===== src/rtl/pwm_seq_ctrl.sv =====
// pwm_seq_ctrl
// Steps the PWM timer's compare value through a small loadable table of duty
// values, one entry per timer period boundary (to_flag). The table is replayed
// repeat_cnt times (0 = forever), after which PWM is disabled and a one-cycle
// done pulse is produced. All outputs are registered.

module pwm_seq_ctrl #(
  parameter int DEPTH = 8,   // table entries, power of 2, >= 2
  parameter int AW    = 3,   // log2(DEPTH)
  parameter int DW    = 32   // compare value width
) (
  input  logic          HCLK,
  input  logic          HRESETn,
  input  logic          start,
  input  logic          stop,
  input  logic [AW-1:0] seq_len,
  input  logic [7:0]    repeat_cnt,
  input  logic          tbl_we,
  input  logic [AW-1:0] tbl_addr,
  input  logic [DW-1:0] tbl_wdata,
  input  logic          to_flag,
  output logic [DW-1:0] pwm_cmp,
  output logic          pwm_en,
  output logic          busy,
  output logic [AW-1:0] step,
  output logic          done
);

  typedef enum logic [1:0] {
    S_IDLE   = 2'd0,
    S_RUN    = 2'd1,
    S_FINISH = 2'd2
  } state_t;

  // ---------------------------------------------------------------------------
  // State and storage
  // ---------------------------------------------------------------------------
  state_t        r_state;
  state_t        w_state_nxt;

  logic [DW-1:0] r_table [DEPTH];

  logic [AW-1:0] r_len_q;     // last table index of the running sequence
  logic [7:0]    r_rep_q;     // number of passes of the running sequence
  logic [7:0]    r_pass;      // completed passes in the running sequence

  logic [DW-1:0] r_cmp;
  logic          r_en;
  logic          r_busy;
  logic [AW-1:0] r_step;
  logic          r_done;

  // Next-state values produced by the combinational FSM process
  logic [AW-1:0] w_len_nxt;
  logic [7:0]    w_rep_nxt;
  logic [7:0]    w_pass_nxt;
  logic [DW-1:0] w_cmp_nxt;
  logic          w_en_nxt;
  logic          w_busy_nxt;
  logic [AW-1:0] w_step_nxt;
  logic          w_done_nxt;

  // Table fetch path
  logic [AW-1:0] w_fetch_idx;
  logic [DW-1:0] w_fetch_data;

  // Sequence position helpers
  logic          w_last_entry;
  logic          w_more_passes;

  // ---------------------------------------------------------------------------
  // Table write port: any state, any cycle
  // ---------------------------------------------------------------------------
  always_ff @(posedge HCLK or negedge HRESETn) begin
    if (!HRESETn) begin
      // NOTE: the table is cleared by reset on purpose; a restart after reset
      // must see all-zero duty values, so this array cannot be left uninitialised.
      for (int i = 0; i < DEPTH; i++) begin
        r_table[i] <= '0;
      end
    end else if (tbl_we) begin
      r_table[tbl_addr] <= tbl_wdata;
    end
  end

  // ---------------------------------------------------------------------------
  // Fetch index: the entry that pwm_cmp would load at this edge
  // ---------------------------------------------------------------------------
  always_comb begin
    w_fetch_idx = '0;
    if (r_state == S_RUN && r_step < r_len_q) begin
      w_fetch_idx = r_step + 1'b1;
    end
  end

  // A write to the entry being fetched in the same cycle is forwarded, so the
  // freshly written duty value takes effect immediately.
  assign w_fetch_data = (tbl_we && (tbl_addr == w_fetch_idx)) ? tbl_wdata
                                                              : r_table[w_fetch_idx];

  assign w_last_entry  = (r_step == r_len_q);
  // Pass arithmetic is done in 9 bits so pass+1 never wraps in the compare.
  assign w_more_passes = (r_rep_q == 8'd0) ||
                         (({1'b0, r_pass} + 9'd1) < {1'b0, r_rep_q});

  // ---------------------------------------------------------------------------
  // FSM state register
  // ---------------------------------------------------------------------------
  always_ff @(posedge HCLK or negedge HRESETn) begin
    if (!HRESETn) begin
      r_state <= S_IDLE;
    end else begin
      // NOTE: sequential state uses non-blocking assignment so every register
      // samples the pre-edge values, independent of block ordering.
      r_state <= w_state_nxt;
    end
  end

  // ---------------------------------------------------------------------------
  // FSM next-state and next-output logic
  // ---------------------------------------------------------------------------
  always_comb begin
    // NOTE: every signal gets a default first so no path leaves it unassigned,
    // which would otherwise infer a latch.
    w_state_nxt = r_state;
    w_len_nxt   = r_len_q;
    w_rep_nxt   = r_rep_q;
    w_pass_nxt  = r_pass;
    w_cmp_nxt   = r_cmp;
    w_en_nxt    = r_en;
    w_busy_nxt  = r_busy;
    w_step_nxt  = r_step;
    w_done_nxt  = 1'b0;

    unique case (r_state)
      S_IDLE: begin
        // to_flag and stop are meaningless while idle
        if (start) begin
          w_state_nxt = S_RUN;
          w_len_nxt   = seq_len;
          w_rep_nxt   = repeat_cnt;
          w_pass_nxt  = 8'd0;
          w_step_nxt  = '0;
          w_cmp_nxt   = w_fetch_data;   // fetch index is 0 outside RUN
          w_en_nxt    = 1'b1;
          w_busy_nxt  = 1'b1;
        end
      end

      S_RUN: begin
        if (stop) begin
          // Abort takes priority over a coincident period boundary
          w_state_nxt = S_IDLE;
          w_pass_nxt  = 8'd0;
          w_step_nxt  = '0;
          w_cmp_nxt   = '0;
          w_en_nxt    = 1'b0;
          w_busy_nxt  = 1'b0;
        end else if (to_flag) begin
          if (!w_last_entry) begin
            w_step_nxt = r_step + 1'b1;
            w_cmp_nxt  = w_fetch_data;
          end else if (w_more_passes) begin
            // Wrap to entry 0; a forever sequence leaves the pass count alone
            w_step_nxt = '0;
            w_cmp_nxt  = w_fetch_data;  // fetch index is 0 on the last entry
            if (r_rep_q != 8'd0) begin
              w_pass_nxt = r_pass + 8'd1;
            end
          end else begin
            w_state_nxt = S_FINISH;
            w_pass_nxt  = 8'd0;
            w_step_nxt  = '0;
            w_cmp_nxt   = '0;
            w_en_nxt    = 1'b0;
            w_busy_nxt  = 1'b0;
            w_done_nxt  = 1'b1;
          end
        end
      end

      S_FINISH: begin
        // Single completion cycle; start here is deliberately dropped
        w_state_nxt = S_IDLE;
      end

      default: begin
        w_state_nxt = S_IDLE;
        w_pass_nxt  = 8'd0;
        w_step_nxt  = '0;
        w_cmp_nxt   = '0;
        w_en_nxt    = 1'b0;
        w_busy_nxt  = 1'b0;
      end
    endcase
  end

  // ---------------------------------------------------------------------------
  // Sequence context and registered outputs
  // ---------------------------------------------------------------------------
  always_ff @(posedge HCLK or negedge HRESETn) begin
    if (!HRESETn) begin
      r_len_q <= '0;
      r_rep_q <= 8'd0;
      r_pass  <= 8'd0;
      r_cmp   <= '0;
      r_en    <= 1'b0;
      r_busy  <= 1'b0;
      r_step  <= '0;
      r_done  <= 1'b0;
    end else begin
      r_len_q <= w_len_nxt;
      r_rep_q <= w_rep_nxt;
      r_pass  <= w_pass_nxt;
      r_cmp   <= w_cmp_nxt;
      r_en    <= w_en_nxt;
      r_busy  <= w_busy_nxt;
      r_step  <= w_step_nxt;
      r_done  <= w_done_nxt;
    end
  end

  assign pwm_cmp = r_cmp;
  assign pwm_en  = r_en;
  assign busy    = r_busy;
  assign step    = r_step;
  assign done    = r_done;

endmodule


===== config.mk =====
export PLATFORM = sky130hd
export DESIGN_NAME = pwm_seq_ctrl
export DESIGN_NICKNAME = d
export VERILOG_FILES = /design/src/rtl/pwm_seq_ctrl.sv
export SDC_FILE = /design/constraint.sdc
export NUM_CORES = 1
export LEC_CHECK = 0
export ABC_AREA = 1
export BUFFER_PORTS_ARGS = -buffer_cell sky130_fd_sc_hd__buf_2
export CORE_MARGIN = 1
export CORE_UTILIZATION = 61
export DETAILED_ROUTE_END_ITERATION = 16
export HOLD_SLACK_MARGIN = 0.06
export PLACE_DENSITY = 0.8
export SYNTH_ARGS = -nofsm -noshare
export SYNTH_HDL_FRONTEND = slang
export SYNTH_SLANG_ARGS = --single-unit

===== constraint.sdc =====
create_clock -name HCLK -period 3.1 [get_ports HCLK]
set_clock_uncertainty 0.05 [all_clocks]
set_input_delay 0.465 -clock HCLK [delete_from_list [all_inputs] [get_ports HCLK]]
set_output_delay 0.465 -clock HCLK [all_outputs]
set_load 0.02 [all_outputs]

==> impl_metrics.toml <==
[worst_hold_path]
hold_class = "in -> reg"
min_from = "tbl_wdata[28]"
whs_path_depth = 3
whs_endpoint = "r_table[28]"

[yosys]
synth_warnings = 0
avgSynthCellArea_um2 = 7.57
syn_nets = 2098
synth.distinct_cells = 31
synth_edf_count = 0
postSynthCellCount = 2034
synth-seq-cells = 314
synthFlopType = "dfrtp_1"
yosysSeqAreaShare = 0.510
syn_area_mm2 = 0.0154
postSynth.asyncResetShare = 1.00

[route]
drt.antenna.violating_nets = 0
routed_wl_mm = 39.1
drt_iter0_markers = 1364
drc = 0
vias_per_cell = 5.62
firstDrtPassIters = 5
drt-wirelength-per-cell_um = 16.1
vias = 13596

[placed_design]
placed_cells = 2361
place_area_mm2 = 0.0161
io_buffers = 89
pre_cts_slack_ns = 0.390
gp_congestion = 0.862
dp_hpwl_mm = 22.6

[timing]
setup_ws_ns = 0.342
worst_slew_pin_slew_ns = 0.828
max_slew_margin = 0.447
finalSetupTns_ns = 0
finalSetupViolCount = 0
rsz0062_at_grt = "false"
fin_crit_ns = 2.76
final-max-slew-violation-count = 0
post-route-period-util = 0.890
hold_viol_final = 0
holdWs_ns = 0.135
fmax_ghz = 0.363

[setup_path]
reg2reg_to = "pwm_cmp[20]"
end_kind = "register"
regToRegStartpoint = "r_pass[2]"
cp.arrival_ns = 3.15
r2r_setup_slack_ns = 0.34
setup.worst_path.start_class = "register"
crit_required_ns = 3.49
rr_worst_depth = 17
cpMostUsedCell = "nand2_1"
crit_path_top_delay_cell = "dfrtp_1"
cp_cell_sequence = "inv_1 -> nor3_1 -> nand2_1 -> nor3_1 -> xor2_1 -> inv_1 -> ha_1 -> nand3_1 -> nor2_1 -> nor2_1 -> nand2_1 -> nand2_1 -> nand2_2 -> a21oi_4 -> buf_12 -> nand2_1 -> nand2_1"
max_stage_delay_ns = 0.37
path_max_fanout = 23
path_class = "reg -> reg"

[floorplan]
initial_core_util = 0.628
coreArea_mm2 = 0.0245
die_area_mm2 = 0.0259
die_h_um = 161
rows = 57
fp.dieW_um = 161
ios = 90

[global_routing]
grt_busiest_layer = "met2"
grt_pass1_vias = 12955
use_met2 = 0.504
met1_usage = 0.433
grt_util_all_layers = 0.310
grt_pass1_wl_mm = 64.7
antenna_found_initial = 0
grt_max_degree = 129
grtUsageMet3 = 0.0377
grt_overflow = 0

[layout]
final_common_cell = "nand2_1"
nNetsFinal = 2139
design_area_mm2 = 0.0173
utilization = 0.704
final_layout_size_suffix_gt1_frac = 0.101
num_antenna_cells = 0
layout_common_cells = "683 x nand2_1, 314 x dfrtp_1, 253 x o21ai_0"
areaGrowthSynthToFinish_pct = 12.2
stdcell_count = 2421

[clocking]
clkTransAtPathRegs_ns = 0.06
post_cts_resized = 0
cts_made_buffers = 35
cts.sinks = 314
clock-root-buffer = "clkbuf_16"
cts_tree = "yes"
post_cts_buffers = 0
clock_path_buffers = 3
htreeDepth = 2
insertion_delay_ns = 0.52

[pwr]
power_density_mw_per_mm2 = 873
p_leak_nw = 9.17
power_mw = 15.1
ir_worst_vdd_mv = 0.734

[status]
status = "complete, no violations"

[job]
drv_cap = 0
==> routing by layer <==
layer / routed length [µm] / vias up
li1: - / 6520
met2: 18300 / 517
met3: 2800 / 69
met1: 17100 / 6490
met4: 909 / 0
met5: 0 / -
==> power breakdown <==
group          leakage (nW)  switching [mW]  total [mW]  internal, mW
clock network         0.567            1.63        4.14          2.51
logic                  4.67            3.62        5.42          1.81
registers              3.93           0.503        5.53          5.03
==> sequential cells by signal, summed over array words and instances (netlist names) <==
name,flops
r_table,256
step,3
pwm_cmp,32
r_len_q,3
done,1
r_state,2
r_rep_q,8
r_pass,8
busy,1
==> cell usage after synthesis, types with 2 or more instances <==
cell | number | area (µm²)
dfrtp_1 | 314 | 7860
clkbuf_1 | 70 | 263
inv_1 | 226 | 848
nor2_2 | 3 | 18.8
inv_2 | 6 | 22.5
mux2_2 | 2 | 22.5
o21ai_1 | 7 | 35.0
a21o_1 | 2 | 15.0
nand2_1 | 690 | 2590
xor2_1 | 6 | 52.6
nand4_1 | 69 | 432
buf_2 | 39 | 195
nand2_2 | 2 | 12.5
nor2_4 | 2 | 22.5
nor2_1 | 104 | 390
buf_1 | 6 | 22.5
o21ai_0 | 253 | 1270
nand3_1 | 157 | 786
buf_4 | 6 | 45.0
nor3_1 | 4 | 20.0
ha_1 | 12 | 150
buf_6 | 3 | 33.8
a21oi_1 | 43 | 215
==> area by class of cell <==
cell class	instances	area [µm²]
clock buffer	45	996
clock inverter	14	150
fill	1969	7250
inverter	233	876
multi-input combinational	1363	6140
sequential	314	7860
tap	324	405
timing repair buffer	128	851
==> critical path, delay by kind of cell, from the launching register on <==
| family | cells | cell delay (ns) |
|---|---|---|
| XOR/XNOR | 1 | 0.16 |
| AO/OA/AOI/OAI | 1 | 0.18 |
| AND/OR/NAND/NOR | 11 | 1.27 |
| flip-flops | 1 | 0.37 |
| adder cells (fa/ha/maj) | 1 | 0.29 |
| buffers and inverters | 3 | 0.35 |
==> repair_timing <==
item / CTS / global route
hold endpoints to repair: 42 / 0
hold buffers: 1 / 0
endpoints found under the setup margin: 0 / 0
==> cells by family after synthesis <==
kind of cell / count (synthesis) / synth area share
adders and majority gates: 12 / 0.00975
buffers and inverters: 357 / 0.0931
DFF: 314 / 0.510
AOI/OAI and AO/OA: 307 / 0.100
muxes: 2 / 0.00146
xor gates and xnor gates: 6 / 0.00341
and+or+nand+nor: 1036 / 0.282
==> how the worst max path moves through the flow <==
stage                     slack, ns  startpoint           to  cells after the start
after floorplan                0.54     step[0]  pwm_cmp[12]                     18
after global placement         0.45   r_pass[2]  pwm_cmp[15]                     17
after detailed placement       0.39   r_pass[2]  pwm_cmp[22]                     17
after CTS                      0.36   r_pass[2]  pwm_cmp[20]                     17
after global routing           0.06   r_pass[2]    r_pass[3]                     16
final                          0.34   r_pass[2]  pwm_cmp[20]                     17
(Power assumes the default switching activity.)
